### config.mk
export PLATFORM = sky130hd
export DESIGN_NAME = func_switch_sequencer
export DESIGN_NICKNAME = d
export VERILOG_FILES = /design/src/rtl/func_switch_sequencer.sv
export SDC_FILE = /design/constraint.sdc
export NUM_CORES = 1
export LEC_CHECK = 0
export ABC_AREA = 1
export BUFFER_PORTS_ARGS = -buffer_cell sky130_fd_sc_hd__buf_2
export CAP_MARGIN = 15
export CELL_PAD_IN_SITES_DETAIL_PLACEMENT = 1
export CELL_PAD_IN_SITES_GLOBAL_PLACEMENT = 2
export CORE_MARGIN = 5
export CORE_UTILIZATION = 34
export CTS_BUF_LIST = sky130_fd_sc_hd__clkbuf_8 sky130_fd_sc_hd__clkbuf_16
export DETAILED_ROUTE_END_ITERATION = 16
export GPL_TIMING_DRIVEN = 0
export PLACE_DENSITY_LB_ADDON = 0.25
export SETUP_SLACK_MARGIN = 0.2
export SYNTH_ARGS = -nofsm -noshare
export SYNTH_HDL_FRONTEND = slang
export SYNTH_SLANG_ARGS = --single-unit
### constraint.sdc
create_clock -name sysclk -period 1.8 [get_ports sysclk]
set_clock_uncertainty 0.15 [all_clocks]
set_input_delay 0.36 -clock sysclk [delete_from_list [all_inputs] [get_ports sysclk]]
set_output_delay 0.36 -clock sysclk [all_outputs]
set_load 0.05 [all_outputs]
### src/rtl/func_switch_sequencer.sv
// Function-switch sequencer: debounces change_button, waits for vertical blanking,
// blanks the display for a few frames and advances func_index with a one-cycle reset pulse.
module func_switch_sequencer #(
    parameter int DEBOUNCE_CYCLES = 500000,
    parameter int NUM_FUNCS       = 2,
    parameter int BLANK_FRAMES    = 2
) (
    input  logic       sysclk,
    input  logic       rst,
    input  logic       change_button,
    input  logic       vsync_start,
    output logic [1:0] func_index,
    output logic       func_reset,
    output logic       display_blank,
    output logic       busy
);

    localparam int DW = $clog2(DEBOUNCE_CYCLES);
    localparam int FW = $clog2(BLANK_FRAMES + 1);
    localparam logic [DW-1:0] DEB_LAST   = DW'(DEBOUNCE_CYCLES - 1);
    localparam logic [FW-1:0] FRAME_LAST = FW'(BLANK_FRAMES - 1);
    localparam logic [1:0]    FUNC_LAST  = 2'(NUM_FUNCS - 1);

    typedef enum logic [2:0] {
        IDLE,
        WAIT_VBL,
        BLANK,
        SWITCH,
        SETTLE
    } state_t;

    logic [1:0]    sync_reg;
    logic [1:0]    prime_reg;
    logic          armed_reg;
    logic          deb_level_reg;
    logic [DW-1:0] deb_cnt_reg;
    logic          press_reg;

    // A press is only armed once a genuine low level has come through the
    // synchroniser after reset, so a button held through reset cannot fire.
    always_ff @(posedge sysclk) begin
        if (rst) begin
            sync_reg      <= '0;
            prime_reg     <= '0;
            armed_reg     <= 1'b0;
            deb_level_reg <= 1'b0;
            deb_cnt_reg   <= '0;
            press_reg     <= 1'b0;
        end else begin
            sync_reg  <= {sync_reg[0], change_button};
            prime_reg <= {prime_reg[0], 1'b1};
            press_reg <= 1'b0;
            if (prime_reg[1] && !sync_reg[1]) begin
                armed_reg <= 1'b1;
            end
            if (sync_reg[1] == deb_level_reg) begin
                deb_cnt_reg <= '0;
            end else if (deb_cnt_reg == DEB_LAST) begin
                deb_level_reg <= sync_reg[1];
                deb_cnt_reg   <= '0;
                press_reg     <= sync_reg[1] & armed_reg;
            end else begin
                deb_cnt_reg <= deb_cnt_reg + DW'(1);
            end
        end
    end

    state_t        state_reg, state_next;
    logic [FW-1:0] frame_cnt_reg, frame_cnt_next;
    logic [1:0]    func_index_reg, func_index_next;
    logic          func_reset_reg, func_reset_next;
    logic          blank_reg, blank_next;
    logic          busy_reg, busy_next;

    always_ff @(posedge sysclk) begin
        if (rst) begin
            state_reg      <= IDLE;
            frame_cnt_reg  <= '0;
            func_index_reg <= 2'd0;
            func_reset_reg <= 1'b0;
            blank_reg      <= 1'b0;
            busy_reg       <= 1'b0;
        end else begin
            state_reg      <= state_next;
            frame_cnt_reg  <= frame_cnt_next;
            func_index_reg <= func_index_next;
            func_reset_reg <= func_reset_next;
            blank_reg      <= blank_next;
            busy_reg       <= busy_next;
        end
    end

    always_comb begin
        state_next      = state_reg;
        frame_cnt_next  = frame_cnt_reg;
        func_index_next = func_index_reg;
        func_reset_next = 1'b0;
        blank_next      = blank_reg;
        busy_next       = busy_reg;
        case (state_reg)
            IDLE: begin
                if (press_reg) begin
                    state_next = WAIT_VBL;
                    busy_next  = 1'b1;
                end
            end
            WAIT_VBL: begin
                if (vsync_start) begin
                    state_next     = BLANK;
                    blank_next     = 1'b1;
                    frame_cnt_next = '0;
                end
            end
            BLANK: begin
                if (vsync_start) begin
                    frame_cnt_next = frame_cnt_reg + FW'(1);
                    if (frame_cnt_reg == FRAME_LAST) begin
                        state_next      = SWITCH;
                        func_reset_next = 1'b1;
                        func_index_next = (func_index_reg == FUNC_LAST) ? 2'd0
                                                                        : func_index_reg + 2'd1;
                    end
                end
            end
            SWITCH: begin
                state_next = SETTLE;
            end
            SETTLE: begin
                if (vsync_start) begin
                    state_next = IDLE;
                    blank_next = 1'b0;
                    busy_next  = 1'b0;
                end
            end
            default: begin
                state_next = IDLE;
                blank_next = 1'b0;
                busy_next  = 1'b0;
            end
        endcase
    end

    assign func_index    = func_index_reg;
    assign func_reset    = func_reset_reg;
    assign display_blank = blank_reg;
    assign busy          = busy_reg;

endmodule
==> results of run 1 <==
## cell usage after synthesis
cell      count  share of area (%)
a21oi_1      13                3.8
a31oi_1       1               0.37
buf_6         1               0.66
clkbuf_1      1               0.22
dfxtp_1      36                 42
ha_1          2                1.5
inv_1        34                7.4
inv_2         5                1.1
nand2_1      53                 12
nand2_2       6                2.2
nand2b_1      1               0.37
nand3_1      13                3.8
nand3_2       2                1.2
nand3b_1      1               0.44
nand4_1       5                1.8
nor2_1       45                9.9
nor2_2        5                1.8
nor2_4        3                2.0
nor3_1        6                1.8
nor3_2        3                1.8
o21ai_0       3               0.88
o21ai_1       2               0.58
or2_2         1               0.37
xor2_1        5                2.6
## worst max path at each step
stage / from / endpoint / slack, ps / cells past startpoint
6_report: deb_cnt_reg[0] / deb_cnt_reg[14] / 300 / 8
2_1_floorplan: deb_cnt_reg[0] / deb_cnt_reg[7] / 370 / 7
3_3_place_gp: deb_cnt_reg[0] / deb_cnt_reg[13] / 160 / 7
4_1_cts: deb_cnt_reg[1] / deb_cnt_reg[12] / 230 / 7
3_5_place_dp: deb_cnt_reg[0] / deb_cnt_reg[11] / 120 / 7
5_1_grt: deb_cnt_reg[0] / deb_cnt_reg[1] / 210 / 7
## per-stage QoR
stage	setup slack (ps)	area, µm²	hold WS (ps)	total power, mW	std cells
after global placement	155.8	1838	241.2	1.135	322
after CTS	229.4	1976	92.15	1.930	331
final	301.3	2007	104.5	1.895	331
after global routing	205.1	2007	93.73	2.010	331
after floorplan	374.5	1714	238.3	1.072	247
after detailed placement	123.7	1838	248.4	1.133	322
## power groups by stage
stage | Combinational [mW] | Sequential [mW] | Clock (mW)
floorplan | 0.177 | 0.895 | 0
global placement | 0.251 | 0.884 | 0
detailed placement | 0.249 | 0.885 | 0
CTS | 0.251 | 0.866 | 0.813
global route | 0.289 | 0.872 | 0.850
finish | 0.248 | 0.865 | 0.782
## layer usage
metal / track usage (%) / vias up / share of wire [%]
met5: 0 / - / 0
met4: 6.081 / 0 / 1.9
met3: 3.548 / 8 / 2.5
met2: 20.61 / 10 / 42
met1: 18.53 / 668 / 54
li1: - / 795 / -
## area by class of cell
type / instances / area (µm²) / area share (%)
repair buffers: 9 / 47.55 / 2.369
multi-input cells: 170 / 860.8 / 42.89
inverters: 39 / 146.4 / 7.294
flip-flops and latches: 36 / 726.9 / 36.22
plain buffers: 2 / 15.01 / 0.7481
well taps: 67 / 83.83 / 4.177
clock buffers: 7 / 96.34 / 4.801
clock inverters: 1 / 30.03 / 1.496
## worst max-delay path, delay by kind of cell (launching register included)
kind,cells,cell delay [ps]
AND/OR/NAND/NOR,6,690
adder cells (fa/ha/maj),1,170
flip-flops,1,360
buffers and inverters,1,60
## cells by family after synthesis
logic type,Yosys count,share of synthesized area (%)
xor gates and xnor gates,5,2.555
buffers and inverters,41,9.416
DFF,36,42.04
AOI/OAI and AO/OA,19,5.620
and+or+nand+nor,144,38.91
adders and majority gates,2,1.460
## what timing repair did
action	in CTS	in global routing
resized for setup	2	7
setup buffers	1	0
pin swaps	1	0
setup endpoints to repair	12	19
==> run_results.csv, run 1 <==
group,metric,value,unit
setup_path,critPathMaxFanout,5,
setup_path,arrival,1580,ps
power,power_frac_seq,45.6,%
clock_network,cts.sinks,36,
power,p_switching,0.4928,mW
clock_network,clk_latency,290,ps
synthesis,syn_nets,253,
route,drtIter0Drc,41,
floorplanning,fp.dieH,81.01,µm
floorplanning,die_w,81.01,µm
global_route,grt-ovfl-total,0,
layout,layout_common_cells,"53 x nand2_1, 44 x nor2_1, 34 x inv_1",
setup_path,cp_slowest_stage_delay,360,ps
timing,fmax,667.2,MHz
setup_path,r2r-start,"deb_cnt_reg[0]",
timing,slew_violations,0,
floorplanning,start_util,35.58,%
synthesis,synth_cell_types,24,
setup_path,end_kind,"flip-flop",
power,ir_worst_vdd,0.0004382,V
synthesis,yosysSeqAreaShare,42.04,%
layout,largest_reg_flops,19,
worst_hold_path,worstHoldPathCells,2,
status,outcome,"complete, no violations",
synthesis,yosys_warnings,0,
route,dr.pass1.iters,4,
setup_path,reg2reg_slack,300,ps
clock_network,cts_tree,"done",
timing,hold_violations,0,
clock_network,cts_hold_buf,0,
clock_network,path_clk_slew,70,ps
floorplanning,core,4817,µm²
setup_path,slowest_stage,"dfxtp_4",
floorplanning,die_area,6562,µm²
route,wl,3872,µm
route,drc,0,
floorplanning,num_io_pins,9,
floorplanning,std_cell_rows,25,
setup_path,path_cells,"ha_4 > nand3_4 > inv_2 > nand3_1 > nor2_2 > nor2_2 > nand2_1 > nor2_1",
clock_network,root_buffer,"clkbuf_8",
power,p_int,1.402,mW
layout,final_common_cell,"nand2_1",
route,wl_per_cell,11.70,µm
timing,max_slew_margin,67.10,%
layout,nFillCells,645,
clock_network,htree_num_levels,2,
synthesis,synth_cells,247,
power,combPwrFrac,13.1,%
global_route,track_usage,13.76,%
global_route,grt_pass1_vias,1497,
setup_path,worstPathRequired,1880,ps
timing,period_minus_slack,1499,ps
setup_path,cpMostUsedCell,"nor2_2",
worst_hold_path,min_to,"state_reg[0]",
placed_design,hpwl,3000,µm
route,ant_nets,0,
power,p_per_area,944.1,nW/µm²
route,dr_total_vias,1481,
clock_network,cts.path.max_buffers,2,
setup_path,reg2reg_to,"deb_cnt_reg[14]",
setup_path,r2r_cells,8,
run,drv_cap,0,
setup_path,worstSetupStartpointType,"flip-flop",
timing,fin_setup_tns,0,ps
global_route,grt_pass1_wl,6913,µm
setup_path,crit_type,"flip-flop to flip-flop",
power,p_sw_share,26.01,%
timing,tightest_slew,493.5,ps
placed_design,port_buffers,8,
worst_hold_path,hold_start,"rst",
timing,rsz0062_at_grt,"false",
layout,num_antenna_cells,0,
placed_design,gp_congestion,0.7457,
layout,nets,269,
layout,drive_above_1_share,18.18,%
synthesis,syn_avg_cell_area,6.940,µm²
timing,period_share,83.26,%
global_route,antenna_found_initial,0,
worst_hold_path,min_path_type,"input pin to flip-flop",
layout,utilization,41.66,%
route,routed_via_density,4.474,
synthesis,synth_area,1714,µm²
power,p_leak,0.7497,nW
synthesis,ys_ff_latch,36,
clock_network,cts_inserted_buffers,5,
power,pwr-share-clk,41.3,%
layout,syn2layout_area_growth,17.08,%
timing,setup_viol,0,
global_route,grt_max_degree,12,
(Power assumes the default switching activity.)
==> run 2: changes to the inputs <==
- CORE_UTILIZATION: 34 -> 30
- clock period: 1.8 -> 1.3 ns (I/O delays scaled with it)
==> run 2 against run 1 <==
The flow now finishes with violations (negative setup slack). Worst hold slack worse by 82 ps. Final cell count is 6.6% higher. Critical path depth is 1 lower. Design area is 24% higher. Power is 61% higher. Core utilization is 3.4 points higher. Wire length is 19% higher. Critical endpoint is now deb_cnt_reg[18]. Largest power group unchanged.
==> run_results.csv, run 2 (same netlist as run 1, synthesis figures left out) <==
group,metric,value,unit
floorplanning,die_w,85.59,µm
global_route,grt_pass1_wl,7714,µm
clock_network,path_clk_slew,70,ps
global_route,track_usage,13.18,%
power,p_per_area,1223,nW/µm²
placed_design,gp_congestion,0.7859,
route,dr_total_vias,1639,
floorplanning,start_util,30.94,%
layout,utilization,45.08,%
layout,num_antenna_cells,0,
floorplanning,core,5540,µm²
timing,slew_violations,0,
timing,period_minus_slack,1459,ps
placed_design,port_buffers,8,
route,drtIter0Drc,31,
layout,largest_reg_flops,19,
power,power_frac_seq,40.3,%
clock_network,root_buffer,"clkbuf_8",
layout,syn2layout_area_growth,45.69,%
layout,final_common_cell,"nand2_1",
power,p_int,2.135,mW
timing,fmax,685.5,MHz
power,pwr-share-clk,32.5,%
setup_path,critPathMaxFanout,5,
timing,fin_ws,-158.8,ps
power,p_switching,0.9202,mW
power,combPwrFrac,27.2,%
route,drc,0,
route,wl_per_cell,13.01,µm
clock_network,cts_inserted_buffers,5,
setup_path,crit_type,"flip-flop to flip-flop",
clock_network,cts.path.max_buffers,2,
floorplanning,std_cell_rows,27,
timing,setup_viol,21,
global_route,grt_max_degree,13,
run,drv_cap,0,
route,ant_nets,0,
route,wl,4592,µm
power,p_sw_share,30.12,%
clock_network,cts_tree,"done",
worst_hold_path,min_path_type,"input pin to flip-flop",
setup_path,arrival,1500,ps
timing,fin_setup_tns,-2691,ps
status,outcome,"finished, violations left",
timing,rsz0062_at_grt,"true",
layout,nets,286,
timing,tightest_slew,608.8,ps
power,ir_worst_vdd,0.0005850,V
floorplanning,num_io_pins,9,
layout,drive_above_1_share,44.84,%
setup_path,worstPathRequired,1340,ps
power,p_leak,0.9122,nW
global_route,grt_pass1_vias,1711,
status,violations,"negative setup slack",
clock_network,htree_num_levels,2,
clock_network,cts.sinks,36,
layout,layout_common_cells,"45 x nand2_1, 31 x nor2_1, 30 x inv_1",
floorplanning,fp.dieH,85.59,µm
timing,max_slew_margin,59.41,%
route,routed_via_density,4.643,
placed_design,hpwl,3092,µm
global_route,antenna_found_initial,0,
floorplanning,die_area,7326,µm²
global_route,grt-ovfl-total,0,
setup_path,worstSetupStartpointType,"flip-flop",
setup_path,end_kind,"flip-flop",
timing,hold_violations,0,
clock_network,clk_latency,290,ps
route,dr.pass1.iters,4,
timing,period_share,112.2,%
==> run 2: cell types whose count changed in the layout (fill, tap and decap cells not counted), moves of 7 or more <==
cell	previous run	this run
a21oi_1	13	5
buf_4	1	9
nand2_1	53	45
a21oi_2	0	8
dfxtp_4	1	8
dfxtp_1	33	15
dfxtp_2	2	13
nor2_4	3	12
nor2_1	44	31
==> run 2: layer usage <==
layer  track usage, %  vias up  wire [µm]  share of wire, %
met2            22.88        9       2310                50
li1                 -      832          -                 -
met4            3.885        0         55               1.2
met1            16.40      793       2138                47
met5                0        -          0                 0
met3            2.690        5         88               1.9
==> run 2: worst paths after layout <==
kind	cells past startpoint	startpoint	slack, ps	endpoint
worst min-delay path	3	change_button	20	sync_reg[0]
worst min register to register	2	sync_reg[0]	260	sync_reg[1]
worst max-delay path	7	deb_cnt_reg[0]	-160	deb_cnt_reg[18]
worst max register to register	7	deb_cnt_reg[0]	-160	deb_cnt_reg[18]
==> run 2: stage by stage <==
| stage | cell area, µm² | total power, mW | worst slack (ps) | hold slack, ps | cells |
|---|---|---|---|---|---|
| after detailed placement | 1884 | 1.599 | -225.1 | 255.6 | 327 |
| final | 2497 | 3.055 | -158.8 | 22.46 | 353 |
| after CTS | 2327 | 2.999 | -139.7 | 11.10 | 348 |
| after floorplan | 1754 | 1.504 | -9.062 | 171.7 | 247 |
| after global routing | 2497 | 3.237 | -229.4 | 24.35 | 353 |
| after global placement | 1884 | 1.596 | -239.9 | 239.2 | 327 |
==> run 2: repair_timing <==
item                       in CTS  in global routing
setup endpoints to repair      35                 36
hold endpoints to repair        1                  0
pin swaps                      10                 20
setup buffers                  12                  4
hold buffers                    1                  0
gates resized for setup        71                 36
gates cloned                    0                  1
==> run 2: layout make-up <==
| type | instances | area, µm² |
|---|---|---|
| fillers | 682 | 3043 |
| multi-input cells | 170 | 1087 |
| flip-flops and latches | 36 | 767.0 |
| repair buffers | 26 | 271.5 |
| inverters | 39 | 151.4 |
| well taps | 72 | 90.09 |
| clock buffers | 5 | 68.82 |
| clock inverters | 3 | 42.54 |
| plain buffers | 2 | 18.77 |
==> run 2: power groups by stage <==
stage / clock [mW] / combinational, mW / sequential (mW)
finish: 0.992 / 0.831 / 1.23
global route: 1.08 / 0.911 / 1.24
CTS: 1.03 / 0.738 / 1.24
detailed placement: 0 / 0.361 / 1.24
global placement: 0 / 0.359 / 1.24
floorplan: 0 / 0.253 / 1.25
==> run 2: critical path, stage by stage, from the launching register on <==
cell and delay, ps:
dfxtp_4 370, ha_4 150, nand3_4 130, nor2_4 110, nand3_2 100, nand2_4 130, clkbuf_16 160, nor2_1 40
==> run 3: changes to the inputs <==
==> constraint.sdc (replaced) <==
create_clock -name sysclk -period 1.3 [get_ports sysclk]
set_clock_uncertainty 0.15 [all_clocks]
set_input_delay 0.13 -clock sysclk [delete_from_list [all_inputs] [get_ports sysclk]]
set_output_delay 0.13 -clock sysclk [all_outputs]
set_load 0.05 [all_outputs]
==> run 3 against run 2 <==
The run still ends with negative setup slack left. Critical endpoint unchanged. Fmax about the same. Non-clock buffer count increased by 3. Highest routed layer unchanged. Largest power group unchanged. Global-route usage increased by 0.24 points. Clock power about the same. Via count increased by 1.6%. Wire length increased by 3.9%. Flip-flop and latch count unchanged. Final cell count increased by 0.85%. Design area increased by 1.1%.
==> run_results.csv, run 3 (same netlist as run 1, synthesis figures left out) <==
group,metric,value,unit
setup_path,critPathMaxFanout,5,
layout,finish.instance_area,2524,µm²
layout,utilization,45.55,%
run,drv_cap,0,
setup_path,worstPathRequired,1340,ps
timing,period_minus_slack,1457,ps
layout,layout_common_cells,"45 x nand2_1, 32 x nor2_1, 30 x inv_1",
floorplanning,num_io_pins,9,
global_route,grt_max_degree,13,
global_route,track_usage,13.42,%
worst_hold_path,min_to,"frame_cnt_reg[1]",
layout,largest_reg_flops,19,
timing,tightest_slew,566.0,ps
floorplanning,core,5540,µm²
layout,drive_above_1_share,44.01,%
timing,fmax,686.1,MHz
timing,slew_violations,0,
floorplanning,start_util,30.94,%
global_route,grt_pass1_wl,7845,µm
global_route,grt_pass1_vias,1738,
floorplanning,fp.dieH,85.59,µm
power,p_leak,0.9192,nW
placed_design,dp.cells,327,
setup_path,reg2reg_to,"deb_cnt_reg[18]",
worst_hold_path,worstHoldPathCells,4,
layout,nets,289,
clock_network,path_clk_slew,80,ps
clock_network,htree_num_levels,2,
placed_design,port_buffers,8,
layout,num_antenna_cells,0,
setup_path,r2r-start,"deb_cnt_reg[0]",
route,dr.pass1.iters,4,
status,outcome,"finished, violations left",
floorplanning,die_w,85.59,µm
setup_path,end_kind,"flip-flop",
timing,hold_violations,0,
timing,rsz0062_at_grt,"true",
worst_hold_path,hold_start,"vsync_start",
clock_network,cts.path.max_buffers,2,
route,drc,0,
clock_network,root_buffer,"clkbuf_8",
setup_path,reg2reg_slack,-160,ps
clock_network,clk_latency,290,ps
clock_network,cts.sinks,36,
worst_hold_path,min_path_type,"input pin to flip-flop",
floorplanning,die_area,7326,µm²
clock_network,cts_tree,"done",
clock_network,cts_inserted_buffers,5,
global_route,grt-ovfl-total,0,
route,wl_per_cell,13.40,µm
layout,final_common_cell,"nand2_1",
layout,nFillCells,676,
route,wl,4771,µm
power,ir_worst_vdd,0.0006017,V
route,drtIter0Drc,36,
layout,fin_cells,356,
setup_path,r2r_cells,7,
placed_design,gp_congestion,0.7859,
power,p_per_area,1240,nW/µm²
global_route,antenna_found_initial,0,
status,violations,"negative setup slack",
setup_path,worstSetupStartpointType,"flip-flop",
timing,max_slew_margin,62.27,%
placed_design,hpwl,3092,µm
route,dr_total_vias,1665,
timing,fin_ws,-157.5,ps
setup_path,crit_type,"flip-flop to flip-flop",
setup_path,arrival,1500,ps
route,ant_nets,0,
layout,syn2layout_area_growth,47.23,%
route,routed_via_density,4.677,
floorplanning,std_cell_rows,27,
timing,setup_viol,22,
placed_design,placed_area,1884,µm²
timing,whs,37.41,ps
timing,period_share,112.1,%
## run 3: repair_timing
item / CTS / global route
gates resized for setup: 61 / 43
cloned: 0 / 1
hold endpoints to repair: 5 / 0
setup endpoints to repair: 35 / 35
pin swaps: 10 / 20
hold buffers: 5 / 0
buffers inserted: 12 / 3
## run 3: critical path, stage by stage (launching register included)
cell       delay [ps]
dfxtp_4           370
ha_4              150
nand3_4           130
nor2_4            110
nand3_2           110
nand2_4           130
clkbuf_16         160
nor2_1             40
## run 3: power by group
part	internal (mW)	leakage [nW]	total, mW	switching [mW]
Sequential	1.16	0.304	1.23	0.0714
Combinational	0.416	0.561	0.895	0.479
Clock	0.568	0.0541	1.00	0.433
## run 3: layout make-up
class                      count  area (µm²)  area share (%)
inverter                      39       151.4           5.999
sequential                    36       767.0           30.39
clock buffer                   5       68.82           2.727
tap                           72       90.09           3.570
clock inverter                 3       42.54           1.686
buffer                         2       18.77          0.7437
multi-input combinational    170        1100           43.58
timing repair buffer          29       285.3           11.30
## run 3: routing by layer
layer  track usage [%]  up-vias  wire length [µm]
met5                 0        -                 0
met4             3.885        0                93
met3             2.786        9                97
met2             23.52       13              2426
met1             16.52      806              2153
li1                  -      837                 -
## run 3: how the worst max path moves through the flow
stage	startpoint	slack [ps]	cells after the start	to
finish	deb_cnt_reg[0]	-160	7	deb_cnt_reg[18]
global route	deb_cnt_reg[0]	-230	9	deb_cnt_reg[14]
CTS	deb_cnt_reg[0]	-140	7	deb_level_reg
detailed placement	deb_cnt_reg[8]	-230	8	deb_cnt_reg[5]
global placement	deb_cnt_reg[8]	-240	8	deb_cnt_reg[18]
floorplan	deb_cnt_reg[0]	-9	7	deb_cnt_reg[3]
## run 3: per-stage QoR
step                      setup TNS, ps  total power [mW]  setup WS [ps]
after floorplan                  -59.75             1.504         -9.062
after global placement            -3333             1.596         -239.9
after detailed placement          -3374             1.599         -225.1
after CTS                         -2375             3.001         -139.7
after global routing              -4444             3.309         -229.5
final                             -2698             3.130         -157.5
